`src/rtl/sr_drv_pkg.sv`:
```
// Shared types and constants for the active-low NAND S/R latch pulse driver.
package sr_drv_pkg;

    // Driver FSM states; reset enters PULSE so that an init clear pulse runs.
    typedef enum logic [1:0] {
        PULSE = 2'd0,
        DEAD  = 2'd1,
        IDLE  = 2'd2
    } drv_state_e;

    // Pulse direction: SET pulses s_n, CLR pulses r_n.
    localparam logic DIR_SET = 1'b1;
    localparam logic DIR_CLR = 1'b0;

    // Default timing in clock cycles.
    localparam int DEF_PULSE_W = 4;
    localparam int DEF_DEAD_W  = 2;

endpackage

```
`src/rtl/sr_drv_sync.sv`:
```
// Two-flop synchronizer for the latch q readback (used with SR_DRV_READBACK_EN).
module sr_drv_sync (
    input  logic clk,
    input  logic rst,
    input  logic d,
    output logic q
);

    logic meta_q, meta_d;
    logic sync_q, sync_d;

    // Next values: shift the asynchronous input through two stages.
    always_comb begin
        meta_d = d;
        sync_d = meta_q;
    end

    // Synchronizer stages, cleared by the synchronous reset.
    always_ff @(posedge clk) begin
        if (rst) begin
            meta_q <= 1'b0;
            sync_q <= 1'b0;
        end else begin
            meta_q <= meta_d;
            sync_q <= sync_d;
        end
    end

    assign q = sync_q;

endmodule

```
`src/rtl/sr_pulse_driver.sv`:
```
// Transmit side of an active-low NAND S/R latch interface: accepts set/clear
// commands over valid/ready and emits one PULSE_W-cycle low pulse on s_n or
// r_n, followed by DEAD_W cycles with both lines high.
// Optional feature macro: SR_DRV_READBACK_EN adds the q_fb readback port, a
// 2-flop synchronizer and a sticky err flag (requires DEAD_W >= 3). Without
// it, err is tied low.
module sr_pulse_driver
    import sr_drv_pkg::*;
#(
    parameter int PULSE_W = DEF_PULSE_W,
    parameter int DEAD_W  = DEF_DEAD_W,
    parameter int CNT_W   = 8
) (
    input  logic clk,
    input  logic rst,
    input  logic req_valid,
    input  logic req_set,
    output logic req_ready,
    output logic s_n,
    output logic r_n,
    output logic busy,
    output logic state_q,
`ifdef SR_DRV_READBACK_EN
    input  logic q_fb,
`endif
    output logic err
);

    localparam logic [CNT_W-1:0] PULSE_LOAD = CNT_W'(PULSE_W - 1);
    localparam logic [CNT_W-1:0] DEAD_LOAD  = CNT_W'(DEAD_W - 1);

    drv_state_e       fsm_q, fsm_d;
    logic             dir_q, dir_d;
    logic [CNT_W-1:0] cnt_q, cnt_d;
    logic             state_d;
    logic             init_q, init_d;
    logic             s_n_q, s_n_d;
    logic             r_n_q, r_n_d;

    assign req_ready = (fsm_q == IDLE);
    assign busy      = (fsm_q != IDLE);
    assign s_n       = s_n_q;
    assign r_n       = r_n_q;

    // Next-state, counter, expected-latch and line decode.
    // NOTE: every signal assigned here gets a default first, so no path can leave it unassigned and infer a latch.
    always_comb begin
        fsm_d   = fsm_q;
        dir_d   = dir_q;
        cnt_d   = cnt_q;
        state_d = state_q;
        init_d  = 1'b0;

        unique case (fsm_q)
            IDLE: begin
                if (req_valid) begin
                    dir_d = req_set;
                    cnt_d = PULSE_LOAD;
                    fsm_d = PULSE;
                end
            end
            PULSE: begin
                // The reset-release edge starts the init pulse like a handshake
                // edge would, so the counter holds there instead of counting.
                if (init_q) begin
                    cnt_d = cnt_q;
                end else if (cnt_q == '0) begin
                    state_d = dir_q;
                    cnt_d   = DEAD_LOAD;
                    fsm_d   = DEAD;
                end else begin
                    cnt_d = cnt_q - CNT_W'(1);
                end
            end
            DEAD: begin
                if (cnt_q == '0) begin
                    fsm_d = IDLE;
                end else begin
                    cnt_d = cnt_q - CNT_W'(1);
                end
            end
            default: fsm_d = IDLE;
        endcase

        // Lines follow the next state so they change on the same edge as the
        // FSM; a single direction bit makes both-low impossible.
        s_n_d = !((fsm_d == PULSE) && (dir_d == DIR_SET));
        r_n_d = !((fsm_d == PULSE) && (dir_d == DIR_CLR));
    end

    // State registers; reset forces both lines high and arms the init clear pulse.
    // NOTE: sequential state is written with non-blocking (<=) so every flop samples pre-edge values.
    always_ff @(posedge clk) begin
        if (rst) begin
            fsm_q   <= PULSE;
            dir_q   <= DIR_CLR;
            cnt_q   <= PULSE_LOAD;
            state_q <= 1'b0;
            init_q  <= 1'b1;
            s_n_q   <= 1'b1;
            r_n_q   <= 1'b1;
        end else begin
            fsm_q   <= fsm_d;
            dir_q   <= dir_d;
            cnt_q   <= cnt_d;
            state_q <= state_d;
            init_q  <= init_d;
            s_n_q   <= s_n_d;
            r_n_q   <= r_n_d;
        end
    end

`ifdef SR_DRV_READBACK_EN
    logic q_sync;
    logic err_q, err_d;

    sr_drv_sync u_sync (
        .clk (clk),
        .rst (rst),
        .d   (q_fb),
        .q   (q_sync)
    );

    // Sticky mismatch: compare the settled readback on the last dead cycle.
    always_comb begin
        err_d = err_q;
        if ((fsm_q == DEAD) && (cnt_q == '0) && (q_sync != state_q)) begin
            err_d = 1'b1;
        end
    end

    // Error flag register, cleared only by reset.
    always_ff @(posedge clk) begin
        if (rst) begin
            err_q <= 1'b0;
        end else begin
            err_q <= err_d;
        end
    end

    assign err = err_q;
`else
    assign err = 1'b0;
`endif

endmodule
```
`config.mk`:
```
export PLATFORM = sky130hd
export DESIGN_NAME = sr_pulse_driver
export DESIGN_NICKNAME = d
export VERILOG_FILES = /design/src/rtl/sr_drv_pkg.sv /design/src/rtl/sr_drv_sync.sv /design/src/rtl/sr_pulse_driver.sv
export SDC_FILE = /design/constraint.sdc
export NUM_CORES = 1
export LEC_CHECK = 0
export ABC_AREA = 1
export CORE_ASPECT_RATIO = 0.9
export CORE_MARGIN = 8
export CORE_UTILIZATION = 35
export CTS_CLUSTER_SIZE = 14
export DETAILED_ROUTE_END_ITERATION = 7
export PLACE_DENSITY_LB_ADDON = 0.12
export SLEW_MARGIN = 20
export SYNTH_ARGS = -nofsm -noshare
export SYNTH_HDL_FRONTEND = slang
export SYNTH_SLANG_ARGS = --single-unit
```
`constraint.sdc`:
```
create_clock -name clk -period 2.8 [get_ports clk]
set_input_delay 0.56 -clock clk [delete_from_list [all_inputs] [get_ports clk]]
set_output_delay 0.56 -clock clk [all_outputs]
set_load 0.1 [all_outputs]
```
==> key figures, run 1 <==
Route
  – Initial drt markers: 23
  – Vias/cell: 4.74
  – Routed WL: 1920 µm
  – Drt first pass iters: 4
  – # DRC: 0
  – Routed Antenna Nets: 0
  – Vias: 754
  – Drt wl/cell: 12.1 µm

STA
  – Final cycle utilization of the critical path: 0.644
  – Layout Skew: 0.00193 ns
  – RSZ-0062 raised after global routing: no
  – F_max: 554 MHz
  – Tmin final: 1.80 ns
  – Final hold viol count: 0
  – Final Max Slew Viols: 0
  – Setup violators final: 0
  – TNS Setup: 0 ns

Critical path
  – WS Path Type: flip-flop to output pin
  – Endpoint arrival time on the critical path: 1.24 ns
  – R2R Setup Slk: 1.08 ns
  – Cell class contributing the biggest share of worst-path delay: buffers and inverters
  – WP depth: 3
  – Startpoint types: flip-flop
  – Worst r2r dst: r_n
  – Reg-to-Reg Start: cnt_q[0]
  – CP cell instances: inv_2 -> nor2_2 -> buf_4
  – Max incr delay on CP: 0.39 ns
  – Reg2Reg Depth: 10
  – Crit path from: fsm_q[1]
  – CP max FO: 7
  – CP required: 2.24 ns
  – CP endpoint kind: output pin
  – Crit path to: req_ready
  – CP max stage cell: dfxtp_1
  – WP buf/inv: 2

Logic synthesis
  – Leading area contributor after synthesis: dfxtp_1
  – Syn avg cell area: 7.03 µm²
  – Cells after Synth: 121
  – Synth warn: 0
  – Mapped Nets: 126
  – Synth Cell Area: 851 µm²
  – Synth cell types: 26
  – Yosys top cell area share: 0.353
  – Ranking of synthesized cells by area: dfxtp_1 (35%), nand2_1 (11%), inv_1 (7.1%)
  – #FFs+latches synth: 15
  – Seq/Total Area, Yosys: 0.353

Clock tree
  – Post-CTS setup buffers: 0
  – TritonCTS clock tree: done
  – CTS Hold Bufs: 0
  – Clock latency on the worst-skew pair: 0.28 ns
  – Clk sinks: 15
  – H-tree Lvls: 1
  – # resized after CTS: 0
  – CTS root buf: clkbuf_4
  – CTS Buffer Depth: 2
  – Clock-pin transition on the worst setup and hold timing paths: 0.09 ns
  – Number of CTS-inserted buffers: 3

GRT
  – Met2 GRT Util: 0.130
  – Largest net degree at the start of global routing: 10
  – GR met3 Demand/Resource: 0.0466
  – Vias in the first global route: 707
  – Most Used Layer, Global Route: met1
  – Antenna violations before repair: 0
  – GRT Residual Overflow: 0
  – Routing usage on met1: 0.132
  – Global-route usage over all layers: 0.0963
  – Global-route wire length before repair: 3200 µm

Min path
  – Min-Delay Path Class: flip-flop to flip-flop

Die
  – Std-Cell Rows: 17
  – Die H: 62.8 µm
  – Core area: 0.00238 mm²
  – Die Width: 68.0 µm
  – Initial core utilization: 0.357
  – I/O pin total: 10
  – Die ar.: 0.00427 mm²

Flow run
  – Max_cap viols: 0

Finish
  – Fraction of layout cells with a size suffix above 1: 0.191
  – Nets: 137
  – Diode count: 0
  – Post-route design area: 968 µm²
  – Synthesis-to-finish area growth: 13.8%

Power
  – PD cells: 474 mW/mm²
  – Sw Share: 0.323
  – Power share of the combinational group: 0.219
  – Pwr Total: 459 µW
  – Static Leak: 0.440 nW
  – Pint: 311 µW
  – Net Switching: 149 µW
  – Maximum VDD drop: 0.000258 V
  – Clock power share: 0.275
  – Sequential power share: 0.506

Place
  – Area after DPL: 942 µm²
  – Port Buffer Count: 8
  – Routability cong.: 0.859
  – Dpl hpwl: 1500 µm

Status
  – Status: finished, final reports clean
## cell type report
class                   count  area [µm²]
fillers                   262        1410
clock buffers               4        26.3
well taps                  28        35.0
multi-input cells          85         468
inverters                  19        71.3
flip-flops and latches     15         300
repair buffers              8        67.6
## per-layer routing
layer | part of all wire | up-vias
met5 | 0 | -
met2 | 0.42 | 9
met4 | 0.0062 | 0
li1 | - | 405
met3 | 0.055 | 2
met1 | 0.52 | 338
## synthesized netlist by cell type, drive strengths merged
cell type	count
o21bai	1
nand2	31
nand3	10
dfxtp	15
nor3	1
buf	1
nand4	4
inv	19
xor2	1
a21boi	1
conb	1
o21ai	2
nand3b	3
xnor2	1
nor2	16
a21oi	10
clkbuf	1
o211ai	2
ha	1
## state kept, by name, indices dropped and copies added, names as in the netlist
signal   count
r_n          1
cnt_q        8
state_q      1
s_n          1
fsm_q        2
dir_q        1
init_q       1
## tightest hold or removal path: stages, from the launching register on
cell     delay, ns
dfxtp_1       0.32
inv_1         0.05
a21oi_1       0.05
## metrics by stage
step / cells / utilization / setup WS [ns] / hold slack [ns]
after global placement: 155 / 0.395 / 0.953 / 0.433
after CTS: 159 / 0.407 / 0.987 / 0.459
final: 159 / 0.407 / 0.996 / 0.454
after global routing: 159 / 0.407 / 0.902 / 0.485
after detailed placement: 155 / 0.395 / 0.965 / 0.445
after floorplan: 121 / - / 0.246 / 0.448
## power by group through the flow
stage | registers [mW] | logic, mW | clock network [mW]
floorplan | 0.248 | 0.0684 | 0
global placement | 0.236 | 0.101 | 0
detailed placement | 0.237 | 0.101 | 0
CTS | 0.232 | 0.101 | 0.133
global route | 0.233 | 0.111 | 0.142
finish | 0.232 | 0.101 | 0.126
## logic make-up after synthesis
kind of cell | count (synthesis) | synth area share
AND/OR/NAND/NOR | 65 | 0.387
buffers and inverters | 21 | 0.0971
AO/OA/AOI/OAI | 16 | 0.124
flip-flops | 15 | 0.353
XOR/XNOR | 2 | 0.0206
adder cells (fa/ha/maj) | 1 | 0.0147
other | 1 | 0.00441
## layout by cell type (no fill, tap or decap)
| cell | Yosys | routed |
|---|---|---|
| nand4_1 | 4 | 4 |
| inv_2 | 3 | 3 |
| xor2_1 | 1 | 1 |
| buf_4 | 1 | 5 |
| nand2_2 | 2 | 2 |
| a21boi_2 | 1 | 1 |
| nor2_1 | 12 | 12 |
| ha_1 | 1 | 1 |
| nor2_2 | 3 | 3 |
| clkbuf_4 | 0 | 3 |
| nor3_1 | 1 | 1 |
| clkdlybuf4s50_1 | 0 | 3 |
| a21oi_2 | 3 | 3 |
| inv_1 | 16 | 16 |
| a21oi_1 | 7 | 7 |
| clkbuf_1 | 1 | 1 |
| conb_1 | 1 | 1 |
| nor2_4 | 1 | 1 |
| dfxtp_1 | 15 | 15 |
| nand3b_1 | 3 | 3 |
| nand3_1 | 10 | 10 |
| nand2_1 | 25 | 25 |
| o211ai_1 | 2 | 2 |
| xnor2_1 | 1 | 1 |
| nand2_4 | 4 | 4 |
| o21ai_0 | 1 | 1 |
| o21bai_1 | 1 | 1 |
| o21ai_1 | 1 | 1 |
## how the worst min path moves through the flow
stage	startpoint	to	slack (ns)	cells after the start
2_1_floorplan	cnt_q[3]	cnt_q[3]	0.45	2
3_3_place_gp	state_q	state_q	0.43	2
3_5_place_dp	state_q	state_q	0.45	2
4_1_cts	state_q	state_q	0.46	2
5_1_grt	state_q	state_q	0.49	2
6_report	state_q	state_q	0.45	2
Power figures use the tool's default switching activity.
==> run 2, diff against run 1 <==
clock period = 1.7 ns   (was 2.8 ns; I/O delays follow)
==> run 2 against run 1 <==
Via count increased by 2.0%. Critical path depth increased by 7. Core utilization grew 4.1 points. Global-route usage increased by 0.22 points. Critical path type is now flip-flop to flip-flop. Highest routed layer unchanged.
==> key figures, run 2 (synthesis results as in run 1) <==
Status
  – Status: finished, final reports clean

Critical path
  – Reg2Reg Depth: 10
  – WS Path Type: flip-flop to flip-flop
  – Endpoint arrival time on the critical path: 1.72 ns
  – CP required: 1.87 ns
  – CP endpoint kind: flip-flop
  – WP buf/inv: 3
  – R2R Setup Slk: 0.15 ns
  – CP cell instances: inv_1 -> ha_1 -> inv_1 -> nor2_4 -> nand2_4 -> inv_1 -> nand3_2 -> nand2_1 -> a21oi_2 -> nand3_1
  – CP max FO: 7
  – Reg-to-Reg Start: cnt_q[1]
  – Max incr delay on CP: 0.37 ns
  – Startpoint types: flip-flop
  – Cell mode on critical path: inv_1
  – CP max stage cell: dfxtp_1
  – Worst r2r dst: r_n
  – Cell class contributing the biggest share of worst-path delay: simple AND/OR/NAND/NOR gates

Clock tree
  – Number of CTS-inserted buffers: 3
  – CTS root buf: clkbuf_4
  – Clk sinks: 15
  – TritonCTS clock tree: done
  – Clock latency on the worst-skew pair: 0.28 ns
  – H-tree Lvls: 1
  – Post-CTS setup buffers: 0
  – CTS Hold Bufs: 0
  – CTS Buffer Depth: 2
  – Clock-pin transition on the worst setup and hold timing paths: 0.09 ns

STA
  – RSZ-0062 raised after global routing: no
  – Setup violators final: 0
  – F_max: 644 MHz
  – Final cycle utilization of the critical path: 0.913
  – Layout Skew: 0.00708 ns
  – Tmin final: 1.55 ns
  – Setup slack after layout: 0.148 ns
  – Final hold viol count: 0
  – Final Max Slew Viols: 0

Route
  – Drt wl/cell: 11.4 µm
  – Vias: 769
  – Initial drt markers: 22
  – Drt first pass iters: 3
  – # DRC: 0
  – Routed WL: 1850 µm
  – Routed Antenna Nets: 0
  – Vias/cell: 4.75

Power
  – Pwr Total: 773 µW
  – Net Switching: 247 µW
  – Sw Share: 0.319
  – Pint: 526 µW
  – Sequential power share: 0.495
  – Power share of the combinational group: 0.239
  – Clock power share: 0.266
  – Maximum VDD drop: 0.000382 V
  – PD cells: 724 mW/mm²
  – Static Leak: 0.480 nW

GRT
  – GRT Residual Overflow: 0
  – Global-route wire length before repair: 3390 µm
  – Vias in the first global route: 762
  – Largest net degree at the start of global routing: 9
  – Global-route usage over all layers: 0.0986
  – Antenna violations before repair: 0

Die
  – Die ar.: 0.00427 mm²
  – Std-Cell Rows: 17
  – I/O pin total: 10
  – Die H: 62.8 µm
  – Core area: 0.00238 mm²
  – Die Width: 68.0 µm
  – Initial core utilization: 0.357

Min path
  – Hold Crit Endpoint: state_q
  – Min-delay src: state_q
  – Min-Delay Path Class: flip-flop to flip-flop
  – Hold depth: 2

Finish
  – Max reg flops: 8
  – Synthesis-to-finish area growth: 25.4%
  – Fraction of layout cells with a size suffix above 1: 0.224
  – Most frequent cells in the layout: nand2_1 (25), inv_1 (16), dfxtp_1 (15)
  – Top flop regs: cnt_q x8, fsm_q x2
  – Diode count: 0
  – Final Util: 0.448
  – Nets: 140
  – Most common cell after layout, fill and taps aside: nand2_1
  – Biggest register: cnt_q

Place
  – Dpl hpwl: 1470 µm
  – Port Buffer Count: 8
  – Pre-CTS worst setup slack: 0.0811 ns
  – Routability cong.: 0.869

Flow run
  – Max_cap viols: 0
-- run 2: changes by cell type in the layout (fill, tap and decap cells not counted), sizes merged --
cell  delta
buf      +3
-- run 2: worst max-delay path by stage --
stage	start	to	slack [ns]	depth (start not counted)
after floorplan	fsm_q[1]	busy	-0.17	3
after global routing	cnt_q[1]	r_n	0.03	10
after CTS	cnt_q[1]	r_n	0.06	10
after detailed placement	cnt_q[1]	r_n	0.08	10
final	cnt_q[1]	r_n	0.15	10
after global placement	req_valid	cnt_q[4]	0.08	7
-- run 2: per-stage QoR --
step | instances | hold WS, ns | instance area (µm²) | TNS (ns)
2_1_floorplan | 121 | 0.368 | 856 | -0.170
3_3_place_gp | 158 | 0.472 | 1030 | 0
3_5_place_dp | 158 | 0.480 | 1030 | 0
4_1_cts | 162 | 0.495 | 1060 | 0
5_1_grt | 162 | 0.509 | 1070 | 0
6_report | 162 | 0.488 | 1070 | 0
-- run 2: routing by layer --
layer  global-route usage  vias up  wire [µm]
met4               0.0384        0         29
met2                0.140        9        762
met5                    0        -          0
met1                0.138      344        989
li1                     -      411          -
met3               0.0233        5         66
-- run 2: repair_timing --
action	in CTS	in global routing
endpoints found under the hold margin	0	0
endpoints found under the setup margin	0	2
gates resized for setup	0	2
-- run 2: final cells by class --
class	count	area, µm²
Inverter	19	71.3
Timing Repair Buffer	11	153
Tap cell	28	35.0
Multi-Input combinational cell	85	482
Sequential cell	15	300
Fill cell	246	1320
Clock buffer	4	26.3
-- run 2: worst min-delay path, delay by kind of cell, from the launching register on --
kind / cells / cell delay [ns]
compound gates: 1 / 0.05
buf+inv: 1 / 0.06
flops: 1 / 0.34
-- run 2: power by group through the flow --
stage	clock network (mW)	registers (mW)	logic, mW
6_report	0.206	0.382	0.185
2_1_floorplan	0	0.408	0.113
3_3_place_gp	0	0.390	0.183
4_1_cts	0.213	0.383	0.183
5_1_grt	0.234	0.385	0.201
3_5_place_dp	0	0.391	0.182
